<file path="src/rtl/hazard_sb.sv">
// Pipeline hazard unit: forwarding selects, load/branch/scoreboard/divider stalls.
// Optional macro HAZARD_SB_WBFWD_EN releases D in the long-latency writeback cycle.
module hazard_sb #(
   parameter int unsigned AW      = 5,
   parameter int unsigned NREG    = 32,
   parameter int unsigned DIV_LAT = 32,
   parameter int unsigned CW      = 8
) (
   input  logic            clk,
   input  logic            resetn,
   input  logic [AW-1:0]   rsD,
   input  logic [AW-1:0]   rtD,
   input  logic [AW-1:0]   writeregD,
   input  logic            regwriteD,
   input  logic            branchD,
   input  logic            jumprD,
   input  logic [AW-1:0]   rsE,
   input  logic [AW-1:0]   rtE,
   input  logic [AW-1:0]   writeregE,
   input  logic            regwriteE,
   input  logic            memtoregE,
   input  logic            div_startE,
   input  logic [AW-1:0]   writeregM,
   input  logic            regwriteM,
   input  logic            memtoregM,
   input  logic [AW-1:0]   writeregW,
   input  logic            regwriteW,
   input  logic            ll_issue,
   input  logic [AW-1:0]   ll_reg,
   input  logic            ll_done,
   input  logic [AW-1:0]   ll_done_reg,
   output logic            forwardaD,
   output logic            forwardbD,
   output logic [1:0]      forwardaE,
   output logic [1:0]      forwardbE,
   output logic            stallF,
   output logic            stallD,
   output logic            stallE,
   output logic            flushE,
   output logic            div_busy,
   output logic [NREG-1:0] sb_pending
);

   localparam logic [CW-1:0] CNT_LOAD = CW'(DIV_LAT - 2);

   typedef enum logic {S_IDLE, S_BUSY} div_state_t;

   div_state_t       r_state, w_state_nxt;
   logic [CW-1:0]    r_cnt, w_cnt_nxt;
   logic [NREG-1:0]  r_pending, w_pending_nxt, w_set, w_clr, w_pend_vis;
   logic             w_lwstall, w_brstall, w_sbstall, w_divstall;
   logic             w_rsD_nz, w_rtD_nz, w_rsE_nz, w_rtE_nz;

   assign w_rsD_nz = (rsD != '0);
   assign w_rtD_nz = (rtD != '0);
   assign w_rsE_nz = (rsE != '0);
   assign w_rtE_nz = (rtE != '0);

   // Forwarding selects: M has priority over W in E.
   always_comb begin
      forwardaD = w_rsD_nz & (rsD == writeregM) & regwriteM;
      forwardbD = w_rtD_nz & (rtD == writeregM) & regwriteM;
      forwardaE = 2'b00;
      forwardbE = 2'b00;
      if (w_rsE_nz & (rsE == writeregM) & regwriteM)      forwardaE = 2'b10;
      else if (w_rsE_nz & (rsE == writeregW) & regwriteW) forwardaE = 2'b01;
      if (w_rtE_nz & (rtE == writeregM) & regwriteM)      forwardbE = 2'b10;
      else if (w_rtE_nz & (rtE == writeregW) & regwriteW) forwardbE = 2'b01;
   end

   // Scoreboard next state: clear completed write, then set new issue (newer wins).
   always_comb begin
      w_set         = ll_issue ? (NREG'(1) << ll_reg)      : '0;
      w_clr         = ll_done  ? (NREG'(1) << ll_done_reg) : '0;
      w_pending_nxt = ((r_pending & ~w_clr) | w_set) & ~NREG'(1);
`ifdef HAZARD_SB_WBFWD_EN
      w_pend_vis    = r_pending & ~w_clr;
`else
      w_pend_vis    = r_pending;
`endif
   end

   always_ff @(posedge clk or negedge resetn) begin
      if (!resetn) r_pending <= '0;
      else         r_pending <= w_pending_nxt;
   end

   // Divider occupancy FSM.
   always_comb begin
      w_state_nxt = r_state;
      w_cnt_nxt   = r_cnt;
      case (r_state)
         S_IDLE: begin
            if (div_startE) begin
               w_state_nxt = S_BUSY;
               w_cnt_nxt   = CNT_LOAD;
            end
         end
         S_BUSY: begin
            if (r_cnt == '0) w_state_nxt = S_IDLE;
            else             w_cnt_nxt   = r_cnt - CW'(1);
         end
         default: begin
            w_state_nxt = S_IDLE;
            w_cnt_nxt   = '0;
         end
      endcase
   end

   always_ff @(posedge clk or negedge resetn) begin
      if (!resetn) begin
         r_state <= S_IDLE;
         r_cnt   <= '0;
      end else begin
         r_state <= w_state_nxt;
         r_cnt   <= w_cnt_nxt;
      end
   end

   // Stall covers the start cycle plus every BUSY cycle, DIV_LAT cycles in total.
   always_comb begin
      div_busy   = (r_state == S_BUSY);
      w_divstall = (div_startE & ~div_busy) | div_busy;
      w_lwstall  = memtoregE & w_rtE_nz & ((rtE == rsD) | (rtE == rtD));
      w_brstall  = (branchD | jumprD) &
                   ((regwriteE & ((w_rsD_nz & (writeregE == rsD)) | (w_rtD_nz & (writeregE == rtD)))) |
                    (memtoregM & ((w_rsD_nz & (writeregM == rsD)) | (w_rtD_nz & (writeregM == rtD)))));
      w_sbstall  = w_pend_vis[rsD] | w_pend_vis[rtD] | (regwriteD & w_pend_vis[writeregD]);
      stallD     = w_lwstall | w_brstall | w_sbstall | w_divstall;
      stallF     = stallD;
      stallE     = w_divstall;
      flushE     = (w_lwstall | w_brstall | w_sbstall) & ~w_divstall;
      sb_pending = r_pending;
   end

endmodule

</file>
<file path="config.mk">
export PLATFORM = sky130hd
export DESIGN_NAME = hazard_sb
export DESIGN_NICKNAME = d
export VERILOG_FILES = /design/src/rtl/hazard_sb.sv
export SDC_FILE = /design/constraint.sdc
export NUM_CORES = 1
export LEC_CHECK = 0
export BUFFER_PORTS_ARGS = -buffer_cell sky130_fd_sc_hd__buf_2
export CAP_MARGIN = 20
export CORE_MARGIN = 2
export CORE_UTILIZATION = 47
export CTS_CLUSTER_DIAMETER = 150
export DETAILED_ROUTE_END_ITERATION = 10
export GPL_ROUTABILITY_DRIVEN = 0
export PLACE_DENSITY_LB_ADDON = 0.08
export SLEW_MARGIN = 40
export SYNTH_ARGS = -nofsm -noshare
export SYNTH_HDL_FRONTEND = slang
export SYNTH_SLANG_ARGS = --single-unit
</file>
<file path="constraint.sdc">
create_clock -name clk -period 3.75 [get_ports clk]
set_input_delay 1.125 -clock clk [delete_from_list [all_inputs] [get_ports clk]]
set_output_delay 1.125 -clock clk [all_outputs]
set_load 0.01 [all_outputs]
</file>
==> reports/results.ini <==
[status]
outcome=finished, violations left
violations=setup timing

[die]
dieArea_um2=7628
rows=30
core_um2=6756
die_y_um=87.34
io_pins=106
die_x_um=87.34
start_util=0.4831

[power]
power_density_nw_per_um2=428.4
power_uw=1814
ir_drop_mv=0.3910
leakage_uw=0.001819

[cells_and_area]
final_cells=539
fill_cells=617
syn_to_final_growth_pct=29.74
drive_gt1_frac=0.3791
nets=522
n_antenna_cell=0
design_area_um2=4235

[logic_synthesis]
yosys.area_share.simple=0.1606
synth_top_cell_area_share=0.3066
async_flop_share=1.000
syn_nets=402
synth_xor_area_frac=0.1476
syn_area_um2=3264
ys_seq_area_frac=0.3066
syn_area_per_cell_um2=9.658
synth_edf_count=0
syn_inst=338
synthAdderAreaFrac=0.003833
yosysWarnings=0
muxShareOfSynthArea=0.1882
synth_commonest_cells=o21ai_0 (66), xnor2_1 (42), dfrtp_1 (40)
synth_area_leader_cell=dfrtp_1
synth_ff_type=dfrtp_1
synth_compound_area_frac=0.1510
synth_top_family_by_area=multiplexers
ys_ff_latch=40
synthTopCellsByArea=dfrtp_1 (31%), xnor2_1 (11%), mux4_2 (10%), o21ai_0 (10%), mux4_1 (4.0%)
synth.most_common_cell=o21ai_0
synth.distinct_cells=45

[route]
route.detailed.drc=0
drt-total-wl_um=9736
vias_per_cell=5.920
vias=3191
first_iter_violations=200
ant_nets=0
drt-pass1-iter-count=4
routedWlPerCell_um=18.06

[place]
dp_hpwl_um=7577
placedInstanceArea_um2=4026
place_inst=531
port_buffers=104

[global_routing]
grt_pass1_wl_um=15340
grt_pass1_vias=3061
grt_max_degree=41
grt_usage=0.2604
antenna_found_initial=0
overflow=0

[timing]
drv_slew=0
finClkSkew_ns=0.004954
setup_tns_ns=-0.2063
final.period_utilization=1.021
max_freq_ghz=0.2611
setup_viol=3
rsz0062_at_grt=true
post-route-min-period_ns=3.829
hold_violations=0
hold_ws_ns=0.5338
setup_ws_ns=-0.07927

[cts]
clk_path_buf_depth=2
cts.clk_slew.worst_paths_ns=0.07
postCtsSetupRepairBufs=0
cts.htree.levels=2
cts.root.buffer_cell=clkbuf_8
clk_latency_ns=0.29
cts_tree=yes
hold_buffers=0
cts_sinks=40
cts_made_buffers=5

[setup_path]
end_kind=output pin
arrival_ns=2.70
critical_path_class=in2out
crit_path_start_kind=input port
cp_max_fo=7
crit_required_ns=2.62
reg2reg_depth=6

[worst_hold_path]
hp-class=reg2reg
holdPathStages=1

[job]
drv_cap=0

layout by cell type (no fill, tap or decap), types with 2 or more instances in the layout:
cell      instances
buf_2            98
o21ai_0          66
xnor2_1          42
dfrtp_1          40
buf_4            30
nand3_1          18
nand2_1          17
mux4_2           15
xor2_1           13
nor2b_1          11
mux2i_1          10
nor2_1            8
nor4_1            8
inv_1             6
nand4_1           6
nand2b_1          5
mux4_1            5
clkbuf_8          5
a21oi_1           4
or4_4             3
mux2_2            3
nor3_1            3
buf_12            3
or4_1             2
or2_0             2
nor2_4            2
and2_1            2
or2_2             2
o221ai_1          2
a221oi_1          2
nand3b_1          2
or3_1             2
buf_6             2
layout make-up:
cell class	instances	area, um^2	area share
clock inverters	2	35.03	0.008272
well taps	80	100.1	0.02363
clock buffers	6	72.57	0.01713
inverters	6	22.52	0.005318
repair buffers	134	813.3	0.1920
flip-flops and latches	40	1001	0.2363
multi-input cells	271	2191	0.5173
cells by family (layout without fill, tap and decap cells):
logic type,after synthesis,after routing
multiplexers,34,34
flip-flops,40,40
AO/OA/AOI/OAI,84,84
other,1,1
AND/OR/NAND/NOR,96,96
buffers and inverters,27,148
adder cells (fa/ha/maj),1,1
XOR/XNOR,55,55
worst max-delay path, stage by stage:
cell and delay, ns:
buf_12 0.10, buf_6 0.11, mux4_2 0.48, mux2_4 0.27, o211ai_2 0.17, o311a_4 0.23
nand3b_1 0.08, buf_2 0.15
timing repair:
| item | 4_1_cts | 5_1_grt |
|---|---|---|
| resized for setup | 16 | 10 |
| setup endpoints to repair | 3 | 3 |
| pin swaps | 7 | 6 |
worst paths after layout:
check                      slack [ns]  startpoint        endpoint
max                             -0.08      rsD[0]          stallF
min                              0.53    r_cnt[0]        r_cnt[0]
max reg2reg                      1.73    r_cnt[2]        r_cnt[4]
min reg2reg                      0.53    r_cnt[0]        r_cnt[0]
max in group asynchronous        2.61      resetn        r_cnt[2]
min in group asynchronous        0.79      resetn  sb_pending[17]
through the flow:
stage,util,setup slack [ns]
3_5_place_dp,0.5959,-0.2176
6_report,0.6269,-0.07927
2_1_floorplan,-,-0.06364
5_1_grt,0.6269,-0.1488
4_1_cts,0.6211,-0.08777
3_3_place_gp,0.5956,-0.2059
sequential cells by signal, indices dropped and copies added (netlist names):
name and flops:
sb_pending 31, r_cnt 8, div_busy 1
per-layer routing:
metal	vias to the layer above	global-route usage	part of all wire
li1	1493	-	-
met1	1527	0.3579	0.42
met2	155	0.4318	0.48
met3	16	0.03033	0.080
met4	0	0.07972	0.016
met5	-	0	0
power by group:
part | switching [uW] | total [uW] | internal, uW
clock | 145 | 342 | 197
sequential | 181 | 738 | 557
combinational | 353 | 735 | 382
total | 678 | 1810 | 1140
Power figures use the tool's default switching activity.
